--- config.mk ---
export PLATFORM = sky130hd
export DESIGN_NAME = instr_fetch
export DESIGN_NICKNAME = d
export VERILOG_FILES = /design/src/rtl/mips_pkg.sv /design/src/rtl/fetch_queue.sv /design/src/rtl/instr_fetch.sv
export SDC_FILE = /design/constraint.sdc
export NUM_CORES = 1
export LEC_CHECK = 0
export BUFFER_PORTS_ARGS = -buffer_cell sky130_fd_sc_hd__buf_2
export CAP_MARGIN = 20
export CORE_MARGIN = 1.5
export CORE_UTILIZATION = 45
export CTS_BUF_LIST = sky130_fd_sc_hd__clkbuf_16
export CTS_CLUSTER_SIZE = 24
export DETAILED_ROUTE_END_ITERATION = 10
export GPL_TIMING_DRIVEN = 0
export PLACE_DENSITY = 0.68
export SYNTH_ARGS = -nofsm -noshare
export SYNTH_HDL_FRONTEND = slang
export SYNTH_SLANG_ARGS = --single-unit
export TNS_END_PERCENT = 5
--- constraint.sdc ---
create_clock -name clk -period 7.8 [get_ports clk]
set_clock_uncertainty 0.1 [all_clocks]
set_input_delay 1.17 -clock clk [delete_from_list [all_inputs] [get_ports clk]]
set_output_delay 1.17 -clock clk [all_outputs]
set_load 0.05 [all_outputs]
--- src/rtl/mips_pkg.sv ---
// Shared types for the MIPS front end: fetch FSM states and queue entry layout.
package mips_pkg;

  localparam int unsigned INSTR_W = 32;

  // IDLE: nothing outstanding; WAIT: response will be kept; DROP: response will be discarded.
  typedef enum logic [1:0] {
    StIdle = 2'd0,
    StWait = 2'd1,
    StDrop = 2'd2
  } fetch_state_e;

  typedef struct packed {
    logic [INSTR_W-1:0] pc;
    logic [INSTR_W-1:0] instr;
  } fetch_entry_t;

endpackage

--- src/rtl/fetch_queue.sv ---
// Small synchronous FIFO of {pc, instr} entries between instruction memory and the datapath.
// Flush wins over push and pop; the head reads as zero whenever the queue is empty.
module fetch_queue
  import mips_pkg::*;
#(
  parameter int unsigned DEPTH = 2,
  localparam int unsigned PtrW = $clog2(DEPTH)
) (
  input  logic         clk,
  input  logic         reset,
  input  logic         push_i,
  input  fetch_entry_t push_entry_i,
  input  logic         pop_i,
  input  logic         flush_i,
  output logic [PtrW:0] count_o,
  output fetch_entry_t head_o
);

  fetch_entry_t    mem_q [DEPTH];
  logic [PtrW-1:0] wr_ptr_q, wr_ptr_d;
  logic [PtrW-1:0] rd_ptr_q, rd_ptr_d;
  logic [PtrW:0]   count_q, count_d;

  // Storage needs no reset: entries are only visible while counted.
  always_ff @(posedge clk) begin
    if (push_i && !flush_i) begin
      mem_q[wr_ptr_q] <= push_entry_i;
    end
  end

  // Pointer and occupancy update; DEPTH is a power of two so pointers wrap naturally.
  always_comb begin
    wr_ptr_d = wr_ptr_q;
    rd_ptr_d = rd_ptr_q;
    count_d  = count_q;
    if (flush_i) begin
      wr_ptr_d = '0;
      rd_ptr_d = '0;
      count_d  = '0;
    end else begin
      if (push_i) wr_ptr_d = wr_ptr_q + PtrW'(1);
      if (pop_i)  rd_ptr_d = rd_ptr_q + PtrW'(1);
      count_d = count_q + (PtrW+1)'(push_i) - (PtrW+1)'(pop_i);
    end
  end

  // Pointer and occupancy registers.
  always_ff @(posedge clk or posedge reset) begin
    if (reset) begin
      wr_ptr_q <= '0;
      rd_ptr_q <= '0;
      count_q  <= '0;
    end else begin
      wr_ptr_q <= wr_ptr_d;
      rd_ptr_q <= rd_ptr_d;
      count_q  <= count_d;
    end
  end

  assign count_o = count_q;
  assign head_o  = (count_q != '0) ? mem_q[rd_ptr_q] : '0;

endmodule

--- src/rtl/instr_fetch.sv ---
// Instruction fetch stage: owns the PC, keeps one request in flight to instruction memory,
// and buffers returned words for the datapath. A redirect flushes and restarts fetch.
module instr_fetch
  import mips_pkg::*;
#(
  parameter logic [INSTR_W-1:0] RESET_PC = 32'h0000_0000,
  parameter int unsigned        DEPTH    = 2
) (
  input  logic               clk,
  input  logic               reset,
  output logic               imem_req_valid,
  input  logic               imem_req_ready,
  output logic [INSTR_W-1:0] imem_req_addr,
  input  logic               imem_resp_valid,
  input  logic [INSTR_W-1:0] imem_resp_data,
  output logic               instr_valid,
  input  logic               instr_ready,
  output logic [INSTR_W-1:0] instr,
  output logic [INSTR_W-1:0] instr_pc,
  input  logic               redirect,
  input  logic [INSTR_W-1:0] redirect_pc
);

  localparam int unsigned   PtrW     = $clog2(DEPTH);
  localparam logic [PtrW:0] DepthCnt = (PtrW+1)'(DEPTH);

  fetch_state_e       state_q, state_d;
  logic [INSTR_W-1:0] fetch_pc_q, fetch_pc_d;
  logic [INSTR_W-1:0] req_pc_q, req_pc_d;
  logic [PtrW:0]      count;
  logic               req_fire;
  logic               push;
  logic               pop;
  fetch_entry_t       push_entry;
  fetch_entry_t       head;
  logic               unused_redirect_lsb;

  assign unused_redirect_lsb = ^redirect_pc[1:0];

  // A request reserves a queue slot, so a later push can never find the queue full.
  assign imem_req_valid = !reset && (state_q == StIdle) && (count < DepthCnt);
  assign imem_req_addr  = fetch_pc_q;
  assign req_fire       = imem_req_valid && imem_req_ready;

  assign instr_valid = (count != '0);
  assign instr       = head.instr;
  assign instr_pc    = head.pc;
  assign pop         = instr_valid && instr_ready && !redirect;

  assign push_entry.pc    = req_pc_q;
  assign push_entry.instr = imem_resp_data;

  // Next-state logic; a redirect overrides everything decided by the normal flow.
  always_comb begin
    state_d    = state_q;
    fetch_pc_d = fetch_pc_q;
    req_pc_d   = req_pc_q;
    push       = 1'b0;
    unique case (state_q)
      StIdle: begin
        if (req_fire) begin
          fetch_pc_d = fetch_pc_q + 32'd4;
          req_pc_d   = fetch_pc_q;
          state_d    = StWait;
        end
      end
      StWait: begin
        if (imem_resp_valid) begin
          push    = 1'b1;
          state_d = StIdle;
        end
      end
      StDrop: begin
        if (imem_resp_valid) state_d = StIdle;
      end
      default: state_d = StIdle;
    endcase
    if (redirect) begin
      fetch_pc_d = {redirect_pc[INSTR_W-1:2], 2'b00};
      push       = 1'b0;
      // Any request still in flight after this edge must have its response discarded.
      if (state_q == StIdle) begin
        state_d = req_fire ? StDrop : StIdle;
      end else begin
        state_d = imem_resp_valid ? StIdle : StDrop;
      end
    end
  end

  // FSM and PC registers.
  always_ff @(posedge clk or posedge reset) begin
    if (reset) begin
      state_q    <= StIdle;
      fetch_pc_q <= {RESET_PC[INSTR_W-1:2], 2'b00};
      req_pc_q   <= '0;
    end else begin
      state_q    <= state_d;
      fetch_pc_q <= fetch_pc_d;
      req_pc_q   <= req_pc_d;
    end
  end

  fetch_queue #(
    .DEPTH (DEPTH)
  ) u_fetch_queue (
    .clk          (clk),
    .reset        (reset),
    .push_i       (push),
    .push_entry_i (push_entry),
    .pop_i        (pop),
    .flush_i      (redirect),
    .count_o      (count),
    .head_o       (head)
  );

endmodule

==> results.ini <==
[sta]
period_minus_slack_ps = 3750
hold_viol = 0
tightest_slew_ps = 901
setup_viol = 0
drv_slew = 0
fin_hold_ws_ps = 368
min_period_over_period = 0.481
setup_ws_ps = 4050
max-slew-margin-rel = 0.399
setup_tns_ps = 0
rsz0062_at_grt = false
fmaxAchievable_mhz = 267

[route]
via_per_inst = 5.13
drt_pass1_iterations = 5
wl_um = 17500
drc = 0
ant_nets = 0
vias = 5484
drt_iter0_drc = 304
wl_per_cell_um = 16.4

[outcome]
status = finished, final reports clean

[final_layout]
fill_cells = 1499
area_growth_pct = 22.0
nets = 905
drive_above_1_share = 0.265
seq_area_um2 = 5380
multi_input_area_um2 = 2400
n_antenna_cell = 0

[power]
p_per_area_nw_per_um2 = 255
p_leak_nw = 4.01
peakVddDrop_mv = 0.165

[logic_synthesis]
synth.most_common_cell = edfxtp_1
ys_ff_latch = 190
yosys.area.top_type = edfxtp_1
ys.flop_type = edfxtp_1
yosysTopAreaCellShare = 0.465
ys_top_cells_by_count = edfxtp_1 (124), nand2_1 (115), nor2_1 (81)
synth.distinct_cells = 51
netlist_instances = 641
async_flop_share = 0.347
synth_area_leaders = edfxtp_1 (47%), dfrtp_1 (21%), mux2i_1 (7.9%)
seq_area_frac_synth = 0.671
synth_enable_flop_cells = 124
ys_warn_count = 0
synth.avg_cell_area_um2 = 12.5
syn_area_um2 = 8010

[setup_path]
crit_type = flip-flop to output port
worstPathMaxFanout = 10
reg2reg_slack_ps = 5280
reg2reg_from = u_fetch_queue.count_o[1]
endpoint_kind = output port
startpoint_type = flip-flop
cp.arrival_ps = 2480
worstPathRequired_ps = 6530
reg2reg_depth = 9
r2r_end = u_fetch_queue.count_o[1]

[global_route]
grt_pass1_wl_um = 27000
grt_overflow = 0
grt_pass1_vias = 5142
grt_max_degree = 67
grt_usage = 0.195
antenna_found_initial = 0

[placed_design]
post-place-ws_ps = 4090
place.gp.congestion = 0.819
io_buffer_count = 160
hpwl_um = 12200

[worst_hold_path]
min_path_type = flip-flop to flip-flop
holdPathStages = 0
holdPathEnd = u_fetch_queue.mem_q[1][57]
worstHoldStart = req_pc_q[25]

[clock_tree]
cts_buffers = 17
clk_path_buf_depth = 2
cts_setup_buffers = 0
ctsRootBufferMaster = clkbuf_16
cts_resized = 0
cts_tree = built
h-tree-depth = 4
cts_sinks = 190
worstSkewPairLatency_ps = 430
cts_hold_buf = 0
cts.clk_slew.worst_paths_ps = 60

[die]
ioPinCount = 168
rows = 48
start_util = 0.461
chipWidth_um = 136
die_area_um2 = 18600
die_h_um = 136
core-area_um2 = 17400

[run]
maxCapViolCount = 0

[per-stage QoR]
stage               utilization  area [µm²]  std cells  total power (W)
detailed placement        0.529        9190       1036          0.00166
global placement          0.524        9100       1029          0.00164
global route              0.563        9770       1068          0.00260
finish                    0.563        9770       1068          0.00249
floorplan                     -        8020        644          0.00154
CTS                       0.563        9770       1068          0.00251
[cell type report]
| cell class | instances | area share |
|---|---|---|
| Clock inverter | 15 | 0.0160 |
| Timing Repair Buffer | 167 | 0.0900 |
| Inverter | 12 | 0.00487 |
| Multi-Input combinational cell | 404 | 0.246 |
| Tap cell | 225 | 0.0288 |
| Sequential cell | 190 | 0.550 |
| Buffer | 38 | 0.0209 |
| Clock buffer | 17 | 0.0435 |
[cells in the final DEF, fill, tap and decap left out, types with 4 or more instances in the layout]
cell / n
a31oi_1: 8
and2_1: 4
and4_2: 4
buf_1: 4
buf_2: 161
buf_4: 7
buf_6: 5
clkbuf_1: 22
clkbuf_16: 17
conb_1: 4
dfrtp_1: 66
edfxtp_1: 124
ha_1: 5
inv_1: 13
mux2i_1: 63
nand2_1: 115
nand3_1: 15
nand4_1: 11
nor2_1: 81
nor4_1: 4
o211ai_1: 6
o21ai_0: 21
o31ai_1: 5
or4_1: 9
xor2_1: 11
[critical path, stage by stage, from the launching register on]
cell,delay (ps)
dfrtp_1,320
clkbuf_1,430
clkbuf_1,680
mux2i_1,330
nor2_1,60
buf_2,230
[how the worst max path moves through the flow]
| stage | slack [ps] | cells after the start | to | startpoint |
|---|---|---|---|---|
| detailed placement | 4090 | 8 | u_fetch_queue.mem_q[0][14] | redirect |
| global placement | -1860 | 4 | u_fetch_queue.mem_q[0][14] | redirect |
| global route | 3840 | 5 | instr_pc[15] | u_fetch_queue.rd_ptr_q |
| finish | 4050 | 5 | instr_pc[14] | u_fetch_queue.rd_ptr_q |
| floorplan | 1100 | 4 | u_fetch_queue.mem_q[0][0] | redirect |
| CTS | 3960 | 4 | instr_pc[11] | u_fetch_queue.count_o[1] |
[kinds of logic (layout without fill, tap and decap cells)]
kind of cell | after synthesis | in the layout | share of synthesized area
AOI/OAI and AO/OA | 50 | 50 | 0.0397
xor gates and xnor gates | 14 | 14 | 0.0153
buffers and inverters | 50 | 249 | 0.0311
adders and majority gates | 5 | 5 | 0.00781
and+or+nand+nor | 268 | 268 | 0.155
DFF | 190 | 190 | 0.671
muxes | 63 | 63 | 0.0788
other | 1 | 4 | 0.000468
[sequential cells by signal, indices dropped and copies added, names as in the netlist]
name and count:
state_q 2, req_pc_q 30, u_fetch_queue.rd_ptr_q 1, u_fetch_queue.mem_q 124, imem_req_addr 30, u_fetch_queue.count_o 2
u_fetch_queue.wr_ptr_q 1
[report_power, final]
part	switching [W]	internal, W	leakage, nW
sequential	0.0000684	0.00119	1.94
clock	0.000358	0.000498	0.292
combinational	0.000271	0.000108	1.78
total	0.000698	0.00179	4.01
[metal layers]
metal,routed length [µm],track usage,vias to the layer above
li1,-,-,2656
met1,7910,0.262,2626
met2,8260,0.310,187
met3,1170,0.0537,15
met4,178,0.0597,0
met5,0,0,-
No activity file was read; power rests on OpenSTA's default activity.
